===== config.mk =====
export PLATFORM = sky130hd
export DESIGN_NAME = mux_nto1_seq
export DESIGN_NICKNAME = d
export VERILOG_FILES = /design/src/rtl/mux_nto1_seq.sv
export SDC_FILE = /design/constraint.sdc
export NUM_CORES = 1
export LEC_CHECK = 0
export ABC_AREA = 1
export BUFFER_PORTS_ARGS = -buffer_cell sky130_fd_sc_hd__buf_2
export CORE_UTILIZATION = 52
export DETAILED_ROUTE_END_ITERATION = 10
export MAX_ROUTING_LAYER = met4
export PLACE_DENSITY = 0.79
export SLEW_MARGIN = 15
export SYNTH_ARGS = -nofsm -noshare
export SYNTH_HDL_FRONTEND = slang
export SYNTH_SLANG_ARGS = --single-unit

===== constraint.sdc =====
create_clock -name clk -period 3.6 [get_ports clk]
set_input_delay 0.72 -clock clk [delete_from_list [all_inputs] [get_ports clk]]
set_output_delay 0.72 -clock clk [all_outputs]
set_load 0.01 [all_outputs]

===== src/rtl/mux_nto1_seq.sv =====
// Registered N-to-1 mux: manual select or round-robin scan over a channel mask; 1-cycle latency.
// Backpressure: a presented sample (and the scan pointer) holds while y_vld && !y_rdy.
module mux_nto1_seq #(
    parameter int N     = 8,
    parameter int W     = 8,
    parameter int SEL_W = $clog2(N)
) (
    input  logic             clk,
    input  logic             rst_n,
    input  logic             blank,
    input  logic             mode,
    input  logic [SEL_W-1:0] s,
    input  logic [N-1:0]     mask,
    input  logic [N*W-1:0]   i,
    output logic [W-1:0]     y,
    output logic [SEL_W-1:0] y_ch,
    output logic             y_err,
    output logic             y_vld,
    input  logic             y_rdy
);

    localparam logic [SEL_W:0] NUM_CH = (SEL_W+1)'(N);

    logic [W-1:0]     y_q, y_d;
    logic [SEL_W-1:0] ch_q, ch_d;
    logic             err_q, err_d;
    logic             vld_q, vld_d;
    logic [SEL_W-1:0] ptr_q, ptr_d;

    logic             cap;
    logic             s_ok;
    logic [W-1:0]     s_dat;
    logic             scan_hit;
    logic [SEL_W-1:0] scan_c;
    logic [W-1:0]     scan_dat;

    assign cap  = !vld_q || y_rdy;
    assign s_ok = {1'b0, s} < NUM_CH;

    always_comb begin
        s_dat = '0;
        for (int k = 0; k < N; k++) begin
            if (s == SEL_W'(k)) begin
                s_dat = i[k*W +: W];
            end
        end
    end

    // First enabled channel found cyclically starting at ptr_q.
    always_comb begin
        int idx;
        idx      = 0;
        scan_hit = 1'b0;
        scan_c   = '0;
        scan_dat = '0;
        for (int k = 0; k < N; k++) begin
            idx = int'(ptr_q) + k;
            if (idx >= N) begin
                idx = idx - N;
            end
            if (!scan_hit && mask[idx]) begin
                scan_hit = 1'b1;
                scan_c   = SEL_W'(idx);
                scan_dat = i[idx*W +: W];
            end
        end
    end

    always_comb begin
        y_d   = y_q;
        ch_d  = ch_q;
        err_d = err_q;
        vld_d = vld_q;
        ptr_d = ptr_q;
        if (cap) begin
            if (!mode) begin
                ch_d  = s;
                vld_d = 1'b1;
                ptr_d = '0;
                if (s_ok) begin
                    y_d   = blank ? '0 : s_dat;
                    err_d = 1'b0;
                end else begin
                    y_d   = '0;
                    err_d = 1'b1;
                end
            end else if (scan_hit) begin
                y_d   = blank ? '0 : scan_dat;
                ch_d  = scan_c;
                err_d = 1'b0;
                vld_d = 1'b1;
                ptr_d = (scan_c == SEL_W'(N-1)) ? '0 : scan_c + 1'b1;
            end else begin
                // Nothing enabled: drop valid, keep the pointer where it is.
                vld_d = 1'b0;
            end
        end
    end

    always_ff @(posedge clk or negedge rst_n) begin
        if (!rst_n) begin
            y_q   <= '0;
            ch_q  <= '0;
            err_q <= 1'b0;
            vld_q <= 1'b0;
            ptr_q <= '0;
        end else begin
            y_q   <= y_d;
            ch_q  <= ch_d;
            err_q <= err_d;
            vld_q <= vld_d;
            ptr_q <= ptr_d;
        end
    end

    assign y     = y_q;
    assign y_ch  = ch_q;
    assign y_err = err_q;
    assign y_vld = vld_q;

endmodule


==> results.sh <==
export IMPL_outcome="complete, no violations"
export IMPL_holdBufCountCts=0
export IMPL_design_core_area_mm2=0.00838
export IMPL_period_needed_ns=3.33
export IMPL_die_x_um=96.1
export IMPL_syn2layout_area_growth_pct=11.8
export IMPL_syn_area_mm2=0.00460
export IMPL_hold_viol_final=0
export IMPL_synth_compound_area_share_pct=26.0
export IMPL_dpl_cell_area_mm2=0.00510
export IMPL_die_area_mm2=0.00923
export IMPL_post_cts_setup_buffers=0
export IMPL_first_pass_iters=6
export IMPL_ir_drop_mv=0.436
export IMPL_grt_pass1_vias=5820
export IMPL_vias_per_cell=5.92
export IMPL_worstSetupPathType="reg2reg"
export IMPL_track_usage_pct=39.4
export IMPL_ant_nets=0
export IMPL_drt_total_wl_um=16800
export IMPL_worstPathArrival_ns=3.50
export IMPL_slew_limit_headroom_pct=56.7
export IMPL_synth_simple_area_share_pct=49.3
export IMPL_finalCritPeriodShare_pct=92.5
export IMPL_yosys_top_cells_area="nand2_1 (30%), o21ai_0 (18%), nand3_1 (9.1%)"
export IMPL_nNetsFinal=1088
export IMPL_fin_setup_tns_ns=0
export IMPL_p_per_area_mw_per_mm2=864
export IMPL_numPortBuffers=91
export IMPL_clkSinkCount=15
export IMPL_grt_max_degree=61
export IMPL_cap_viol_max_count=0
export IMPL_setup_violations=0
export IMPL_clk_pin_slew_ns=0.06
export IMPL_synthAdderAreaFrac_pct=2.17
export IMPL_clock_latency_ns=0.25
export IMPL_stdcell_area_mm2=0.00515
export IMPL_synth_xor_area_share_pct=0.788
export IMPL_syn_num_nets=1021
export IMPL_worstSetupStartpointType="register"
export IMPL_fmax_ghz=0.300
export IMPL_fin_skew_ns=0.000825
export IMPL_gp_congestion=1.04
export IMPL_hold_slack_ns=0.360
export IMPL_initial_utilization_pct=54.9
export IMPL_drive_gt1_share_pct=15.1
export IMPL_grt_ovfl_total=0
export IMPL_cts_max_level=1
export IMPL_tightest_slew_ns=0.649
export IMPL_cp_end_kind="register"
export IMPL_worstPathRequired_ns=3.77
export IMPL_slew_violations=0
export IMPL_holdCritPathClass="in2async"
export IMPL_synth_top_family_by_area="simple AND/OR/NAND/NOR gates"
export IMPL_cts_buffer_depth=2
export IMPL_synth_avg_cell_area_um2=4.93
export IMPL_fillers=890
export IMPL_drcViolationCount=0
export IMPL_synth_area_leader_cell="nand2_1"
export IMPL_io_pins=93
export IMPL_antenna_cells=0
export IMPL_first_iter_violations=744
export IMPL_r2r_slack_ns=0.27
export IMPL_chipHeight_um=96.1
export IMPL_cts_root_buf="clkbuf_8"
export IMPL_synth_warnings=0
export IMPL_place_hpwl_um=13100
export IMPL_rsz0062_at_grt="no"
export IMPL_cts_buffers=3
export IMPL_antenna_found_initial=0
export IMPL_yosysSeqAreaShare_pct=8.15
export IMPL_power_leakage_nw=2.79
export IMPL_ys_seq_elements=15
export IMPL_cts_resized=0
export IMPL_syn_inst=933
export IMPL_tritoncts="built"
export IMPL_worstPathMaxFanout=19
export IMPL_grt_pass1_wl_um=27300
export IMPL_vias=6539
export IMPL_synthMuxAreaShare_pct=0.217
export IMPL_synth_top_cell_area_share_pct=30.2
export IMPL_rows=33
export IMPL_wl_per_cell_um=15.2
export IMPL_synthDistinctLibCells=42
[area by class of cell]
class	instances	area, µm²	area share (%)
flip-flops and latches	15	377	7.32
inverters	90	338	6.56
well taps	105	131	2.55
clock buffers	4	45.0	0.875
multi-input cells	774	3610	70.2
repair buffers	116	643	12.5
[synthesized netlist by cell type (all sizes together)]
library cell,n
a211oi,2
a21oi,28
a221oi,1
a31oi,2
and2,2
buf,30
clkbuf,24
clkinv,1
conb,1
dfrtp,15
ha,8
inv,89
mux2i,1
nand2,373
nand3,87
nand3b,1
nand4,11
nor2,49
nor3,4
o2111ai,3
o211ai,12
o21ai,175
o221ai,1
o22ai,2
or2,9
xnor2,2
[logic make-up after synthesis]
kind of cell	count (synthesis)
AO/OA/AOI/OAI	226
other	1
flip-flops	15
adder cells (fa/ha/maj)	8
XOR/XNOR	2
buffers and inverters	144
AND/OR/NAND/NOR	536
multiplexers	1
[layout by cell type (no fill, tap or decap), types with 2 or more instances in the layout]
cell       netlist  final
a211oi_1         2      2
nand2_2          2      2
o2111ai_1        3      3
o211ai_1        12     12
inv_1           82     82
nor2_1          43     43
buf_2           17     91
nand2_1        370    370
o21ai_0        164    164
nand3_1         84     84
o22ai_1          2      2
o21ai_1         11     11
clkbuf_8         0      3
or2_2            8      8
nor3_1           4      4
nor2_2           4      4
nand3_2          3      3
a21oi_1         28     28
and2_1           2      2
nand4_1          9      9
buf_4            4     25
ha_1             8      8
dfrtp_1         15     14
inv_2            7      7
[where the power goes]
group	switching (W)	internal [W]
clock network	0.0000563	0.0000785
logic	0.00277	0.00126
registers	0.0000450	0.000236
total	0.00287	0.00157
[worst paths after layout]
check | endpoint | cells after the start | from
worst min-delay path | y[1] | 1 | rst_n
max in group asynchronous | ptr_q[0] | 1 | rst_n
worst max-delay path | ptr_q[0] | 16 | ptr_q[0]
worst max register to register | ptr_q[0] | 16 | ptr_q[0]
min in group clk | y[6] | 2 | y[6]
worst min register to register | y[6] | 2 | y[6]
[flip-flops by register name, summed over array words and instances, names as in the netlist]
signal  cells
ptr_q       3
y           8
y_vld       1
y_ch        3
[critical path, stage by stage, from the launching register on]
cell and delay [ns]:
dfrtp_2 0.43, ha_1 0.27, xnor2_4 0.54, inv_2 0.15, nand3_2 0.13, nand2_4 0.07, nor2_8 0.17, nand4_4 0.14
nor2_4 0.13, nand3b_1 0.28, inv_1 0.16, nand2_1 0.06, nand2_1 0.08, inv_1 0.05, ha_1 0.18, or2_2 0.29
o22ai_1 0.12
[metal layers]
layer  part of all wire [%]  vias to the layer above  global-route usage (%)
met2                     44                      463                    61.9
li1                       -                     3177                       -
met4                    4.4                        0                    19.0
met3                     13                       78                    6.87
met1                     39                     2821                    48.6
met5                      0                        -                       -
[through the flow]
stage          utilization, %  setup WS (ns)  power (W)  std cells
6_report                 61.4          0.270    0.00445       1104
5_1_grt                  61.4         0.0114    0.00496       1104
4_1_cts                  61.4          0.331    0.00431       1104
3_5_place_dp             60.9          0.354    0.00416       1100
3_3_place_gp             60.9          0.450    0.00412       1100
2_1_floorplan               -         0.0896    0.00323        933
(Power assumes the default switching activity.)
